**config.mk**
```make
export PLATFORM = sky130hd
export DESIGN_NAME = adc_multich_recorder
export DESIGN_NICKNAME = d
export VERILOG_FILES = /design/src/rtl/adc_multich_recorder.sv
export SDC_FILE = /design/constraint.sdc
export NUM_CORES = 1
export LEC_CHECK = 0
export BUFFER_PORTS_ARGS = -buffer_cell sky130_fd_sc_hd__buf_2
export CAP_MARGIN = 0
export CORE_MARGIN = 2
export CORE_UTILIZATION = 25
export CTS_CLUSTER_SIZE = 40
export DETAILED_ROUTE_END_ITERATION = 7
export PLACE_DENSITY = 0.53
export SLEW_MARGIN = 10
export SYNTH_ARGS = -nofsm -noshare
export SYNTH_HDL_FRONTEND = slang
export SYNTH_SLANG_ARGS = --single-unit
```
**constraint.sdc**
```tcl
create_clock -name clk -period 2.4 [get_ports clk]
set_input_delay 0.24 -clock clk [delete_from_list [all_inputs] [get_ports clk]]
set_output_delay 0.24 -clock clk [all_outputs]
set_load 0.02 [all_outputs]
```
**src/rtl/adc_multich_recorder.sv**
```systemverilog
// Round-robin multi-channel ADC capture sequencer producing BRAM write strobes, addresses and channel tags.
// Optional decimation is compiled in with `define ADC_RECORDER_DECIM_EN (adds cfg_decim).
module adc_multich_recorder #(
    parameter int unsigned ADDR_BITS = 16,
    parameter int unsigned NUM_CH    = 4,
    parameter int unsigned CH_BITS   = (NUM_CH > 1) ? $clog2(NUM_CH) : 1
) (
    input  logic                 clk,
    input  logic                 rst_n,
    input  logic                 cfg_start,
    input  logic                 btn_start,
    input  logic                 cfg_abort,
    input  logic                 cfg_mode,
    input  logic [NUM_CH-1:0]    cfg_ch_mask,
    input  logic [ADDR_BITS-1:0] cfg_depth,
`ifdef ADC_RECORDER_DECIM_EN
    input  logic [7:0]           cfg_decim,
`endif
    input  logic                 adc_eoc_out,
    output logic                 adc_trigger,
    output logic [CH_BITS-1:0]   adc_channel,
    output logic [ADDR_BITS-1:0] adc_addr,
    output logic                 adc_write_enable,
    output logic                 busy,
    output logic                 done,
    output logic                 wrapped
);
    typedef enum logic [1:0] {IDLE, CONVERT, DONE} state_t;

    state_t              state, state_next;
    logic                btn_d, eoc_d;
    logic                start_evt, eoc_rise;
    logic [NUM_CH-1:0]   mask_q;
    logic                mode_q;
    logic                load, conv_tick, sample_hit;
    logic [CH_BITS-1:0]  first_ch, next_ch;

    function automatic logic [CH_BITS-1:0] lowest_set(input logic [NUM_CH-1:0] m);
        logic [CH_BITS-1:0] ch;
        ch = '0;
        for (int unsigned i = NUM_CH; i > 0; i--) begin
            if (m[CH_BITS'(i - 1)]) ch = CH_BITS'(i - 1);
        end
        return ch;
    endfunction

    // Scanning downward leaves the smallest enabled index above cur; falls back to the lowest set bit.
    function automatic logic [CH_BITS-1:0] following_set(input logic [NUM_CH-1:0] m,
                                                         input logic [CH_BITS-1:0] cur);
        logic [CH_BITS-1:0] ch;
        ch = lowest_set(m);
        for (int unsigned i = NUM_CH; i > 0; i--) begin
            if (m[CH_BITS'(i - 1)] && (CH_BITS'(i - 1) > cur)) ch = CH_BITS'(i - 1);
        end
        return ch;
    endfunction

    assign start_evt = cfg_start | (btn_start & ~btn_d);
    assign eoc_rise  = adc_eoc_out & ~eoc_d;
    assign first_ch  = lowest_set(cfg_ch_mask);
    assign next_ch   = following_set(mask_q, adc_channel);
    assign busy      = (state == CONVERT);

`ifdef ADC_RECORDER_DECIM_EN
    logic [7:0] decim_q, decim_cnt;

    assign sample_hit = (decim_cnt == decim_q);

    always_ff @(posedge clk or negedge rst_n) begin
        if (!rst_n) begin
            decim_q   <= '0;
            decim_cnt <= '0;
        end else if (load) begin
            decim_q   <= cfg_decim;
            decim_cnt <= '0;
        end else if (conv_tick) begin
            decim_cnt <= sample_hit ? '0 : decim_cnt + 8'd1;
        end
    end
`else
    assign sample_hit = 1'b1;
`endif

    always_ff @(posedge clk or negedge rst_n) begin
        if (!rst_n) state <= IDLE;
        else        state <= state_next;
    end

    // Abort takes priority over a same-cycle eoc_rise, so the write strobe is never raised with it.
    always_comb begin
        state_next       = state;
        load             = 1'b0;
        conv_tick        = 1'b0;
        adc_write_enable = 1'b0;
        case (state)
            IDLE, DONE: begin
                if (start_evt && (cfg_ch_mask != '0)) begin
                    state_next = CONVERT;
                    load       = 1'b1;
                end
            end
            CONVERT: begin
                if (cfg_abort) begin
                    state_next = IDLE;
                end else if (eoc_rise) begin
                    conv_tick        = 1'b1;
                    adc_write_enable = sample_hit;
                    if (sample_hit && (adc_addr == cfg_depth) && !mode_q) state_next = DONE;
                end
            end
            default: state_next = IDLE;
        endcase
    end

    always_ff @(posedge clk or negedge rst_n) begin
        if (!rst_n) begin
            btn_d       <= 1'b0;
            eoc_d       <= 1'b0;
            mask_q      <= '0;
            mode_q      <= 1'b0;
            adc_trigger <= 1'b0;
            adc_channel <= '0;
            adc_addr    <= '0;
            done        <= 1'b0;
            wrapped     <= 1'b0;
        end else begin
            btn_d       <= btn_start;
            eoc_d       <= adc_eoc_out;
            adc_trigger <= 1'b0;
            if (load) begin
                mask_q      <= cfg_ch_mask;
                mode_q      <= cfg_mode;
                adc_addr    <= '0;
                adc_channel <= first_ch;
                done        <= 1'b0;
                wrapped     <= 1'b0;
                adc_trigger <= 1'b1;
            end else if (conv_tick) begin
                if (!sample_hit) begin
                    adc_trigger <= 1'b1;
                end else begin
                    adc_channel <= next_ch;
                    if (adc_addr != cfg_depth) begin
                        adc_addr    <= adc_addr + ADDR_BITS'(1);
                        adc_trigger <= 1'b1;
                    end else if (mode_q) begin
                        adc_addr    <= '0;
                        wrapped     <= 1'b1;
                        adc_trigger <= 1'b1;
                    end else begin
                        done <= 1'b1;
                    end
                end
            end
        end
    end
endmodule
```
==> impl_metrics.tcl <==
set metrics [dict create \
    status "complete, no violations" \
    grt_max_degree 31 \
    r2r_start "adc_addr[15]" \
    cp_slowest_stage_delay_ns 0.49 \
    cts_buffers 5 \
    clk_pin_slew_ns 0.07 \
    final.period_utilization 0.912 \
    drc_errors 0 \
    dieArea_um2 8320 \
    synth_edf_count 0 \
    syn_area_um2 1900 \
    p_leak_nw 1.13 \
    r2r_cells 6 \
    num_rows 31 \
    overflow 0 \
    start_kind "flip-flop" \
    synth_cells 208 \
    antenna_left 0 \
    ys_types 61 \
    crit_chain "xor2_1 -> nor4_2 -> nand4_2 -> or3_4 -> and4_4 -> nor3_2" \
    cp_top_family "simple AND/OR/NAND/NOR gates" \
    setup_viol 0 \
    synth_top_area_share 0.395 \
    start_util 0.261 \
    final_max_slew_viol_count 0 \
    port_buffers 49 \
    first_pass_iters 4 \
    cts_htree_levels 2 \
    grt_pass1_vias 1731 \
    crit_arrival_ns 2.39 \
    track_usage 0.135 \
    fin_skew_ns 0.00324 \
    vdd_drop_max_mv 0.206 \
    antenna_found_initial 0 \
    async_flop_share 1.00 \
    yosys.area.top_type "dfrtp_1" \
    pwr_density_cell_nw_per_um2 646 \
    synth_top_cells_by_count "dfrtp_1, nor2_1, nand2_1" \
    cap_violations 0 \
    post_drt_via_cell_ratio 4.88 \
    synth_top_flop_cell "dfrtp_1" \
    synth_fp_nets 236 \
    yosysWarnings 0 \
    core-area_um2 7290 \
    relSlewSlack 0.527 \
    area_delta_synth_final_pct 27.9 \
    cts.path.max_buffers 2 \
    fmax_ghz 0.457 \
    cp_slowest_cell "or3_4" \
    rsz0062_at_grt "false" \
    num_io_pins 50 \
    power.total_w 0.00157 \
    grt_first_pass_wirelength_um 8970 \
    hold_viol_final 0 \
    cts_tree "built" \
    critical_path_class "flip-flop to flip-flop" \
    path_buf_inv 0 \
    ys_seq_elements 30 \
    dieHeight_um 91.2 \
    root_buffer "clkbuf_8" \
    path_max_fanout 8 \
    ys_seq_area_frac 0.395 \
    cp-end-kind "flip-flop" \
    drive_above_1_share 0.342 \
    fin_crit_ns 2.19 \
    route.detailed.wl_per_inst_um 14.6 \
    n_antenna_cell 0 \
    rrSetupSlack_ns 0.21 \
    cp-startpoint "adc_addr[15]" \
    hold_class "input port to asynchronous set/reset pin" \
    die_x_um 91.2 \
    reg2reg_to "adc_addr[10]" \
    routabilityCongestion 0.827 \
    crit_end "adc_addr[10]" \
    tns_ns 0 \
    dp_hpwl_um 4220 \
    worst_slew_pin_slew_ns 0.710 \
    clk-insertion-delay-late_ns 0.28 \
    required_ns 2.60 \
    drt_wl_total_um 5430 \
    synthTopCellsByArea "dfrtp_1, xor2_1, nor2_1" \
    avgSynthCellArea_um2 9.14 \
    synth_most_common_cell "dfrtp_1" \
    initialDrtViolationCount 220 \
    cp.depth 6 \
    cts.sinks 30 \
    nNetsFinal 299 \
    postCtsSetupRepairBufs 0 \
    num_vias 1811 \
]
layout make-up:
cell class / count / area, µm²
Fill cell: 803 / 4860
Multi-Input combinational cell: 163 / 1080
Sequential cell: 30 / 751
Timing Repair Buffer: 64 / 358
Tap cell: 99 / 124
Clock buffer: 6 / 82.6
Inverter: 7 / 26.3
Clock inverter: 2 / 12.5
cell families (layout without fill, tap and decap cells):
kind of cell | Yosys count | count (layout) | share of synthesized area
muxes | 1 | 1 | 0.00527
AOI/OAI and AO/OA | 53 | 53 | 0.196
DFF | 30 | 30 | 0.395
adders and majority gates | 1 | 1 | 0.00658
xor gates and xnor gates | 17 | 17 | 0.0783
and+or+nand+nor | 91 | 91 | 0.277
buffers and inverters | 15 | 79 | 0.0415
repair_timing:
action | in CTS | in global routing
endpoints found under the setup margin | 0 | 6
gates resized for setup | 0 | 1
hold buffers | 0 | 0
through the flow:
stage | util | setup WS (ns) | std cells | hold slack (ns) | instance area [µm²]
2_1_floorplan | - | 0.326 | 208 | -0.0556 | 1900
3_3_place_gp | 0.319 | 0.185 | 363 | 0.335 | 2330
3_5_place_dp | 0.319 | 0.159 | 363 | 0.334 | 2330
4_1_cts | 0.333 | 0.147 | 371 | 0.0277 | 2420
5_1_grt | 0.333 | 0.0600 | 371 | 0.0528 | 2430
6_report | 0.333 | 0.211 | 371 | 0.00560 | 2430
per-layer routing:
layer	up-vias	track usage	wire, µm
li1	887	-	-
met1	866	0.182	2520
met2	53	0.220	2610
met3	5	0.0241	235
met4	0	0.0455	60
met5	-	0	0
cell usage in the layout (no fill, tap or decap), types with 2 or more instances in the layout:
cell type  instances
a21oi_1           11
a221oi_1           2
a2bb2oi_1          2
a31oi_1            2
and4_4             2
buf_2             49
buf_4             15
clkbuf_8           6
dfrtp_1           30
inv_1              6
nand2_1           20
nand2b_1           5
nand3_1            7
nand4_1            3
nor2_1            23
nor3_1             7
nor3_2             2
nor4_2             4
o21ai_0           11
o31ai_1            5
o41ai_1            2
or2_2              2
or3_1              3
xor2_1            17
report_power, final:
part / internal (W) / switching, W / total (W)
Sequential: 0.000577 / 0.0000682 / 0.000645
Combinational: 0.000196 / 0.000299 / 0.000495
Clock: 0.000230 / 0.000201 / 0.000431
Total: 0.00100 / 0.000568 / 0.00157
registers in the layout, indices dropped and copies added, names as in the netlist:
signal,count
wrapped,1
state,2
btn_d,1
eoc_d,1
done,1
adc_channel,2
adc_trigger,1
mask_q,4
mode_q,1
adc_addr,16
how the worst min path moves through the flow:
stage	depth (start not counted)	slack, ns	to	from
floorplan	0	-0.06	adc_addr[0]	rst_n
global placement	1	0.34	btn_d	rst_n
detailed placement	1	0.33	btn_d	rst_n
CTS	1	0.03	btn_d	rst_n
global route	1	0.05	adc_channel[1]	rst_n
finish	1	0.006	done	rst_n
No activity file was read; power rests on OpenSTA's default activity.
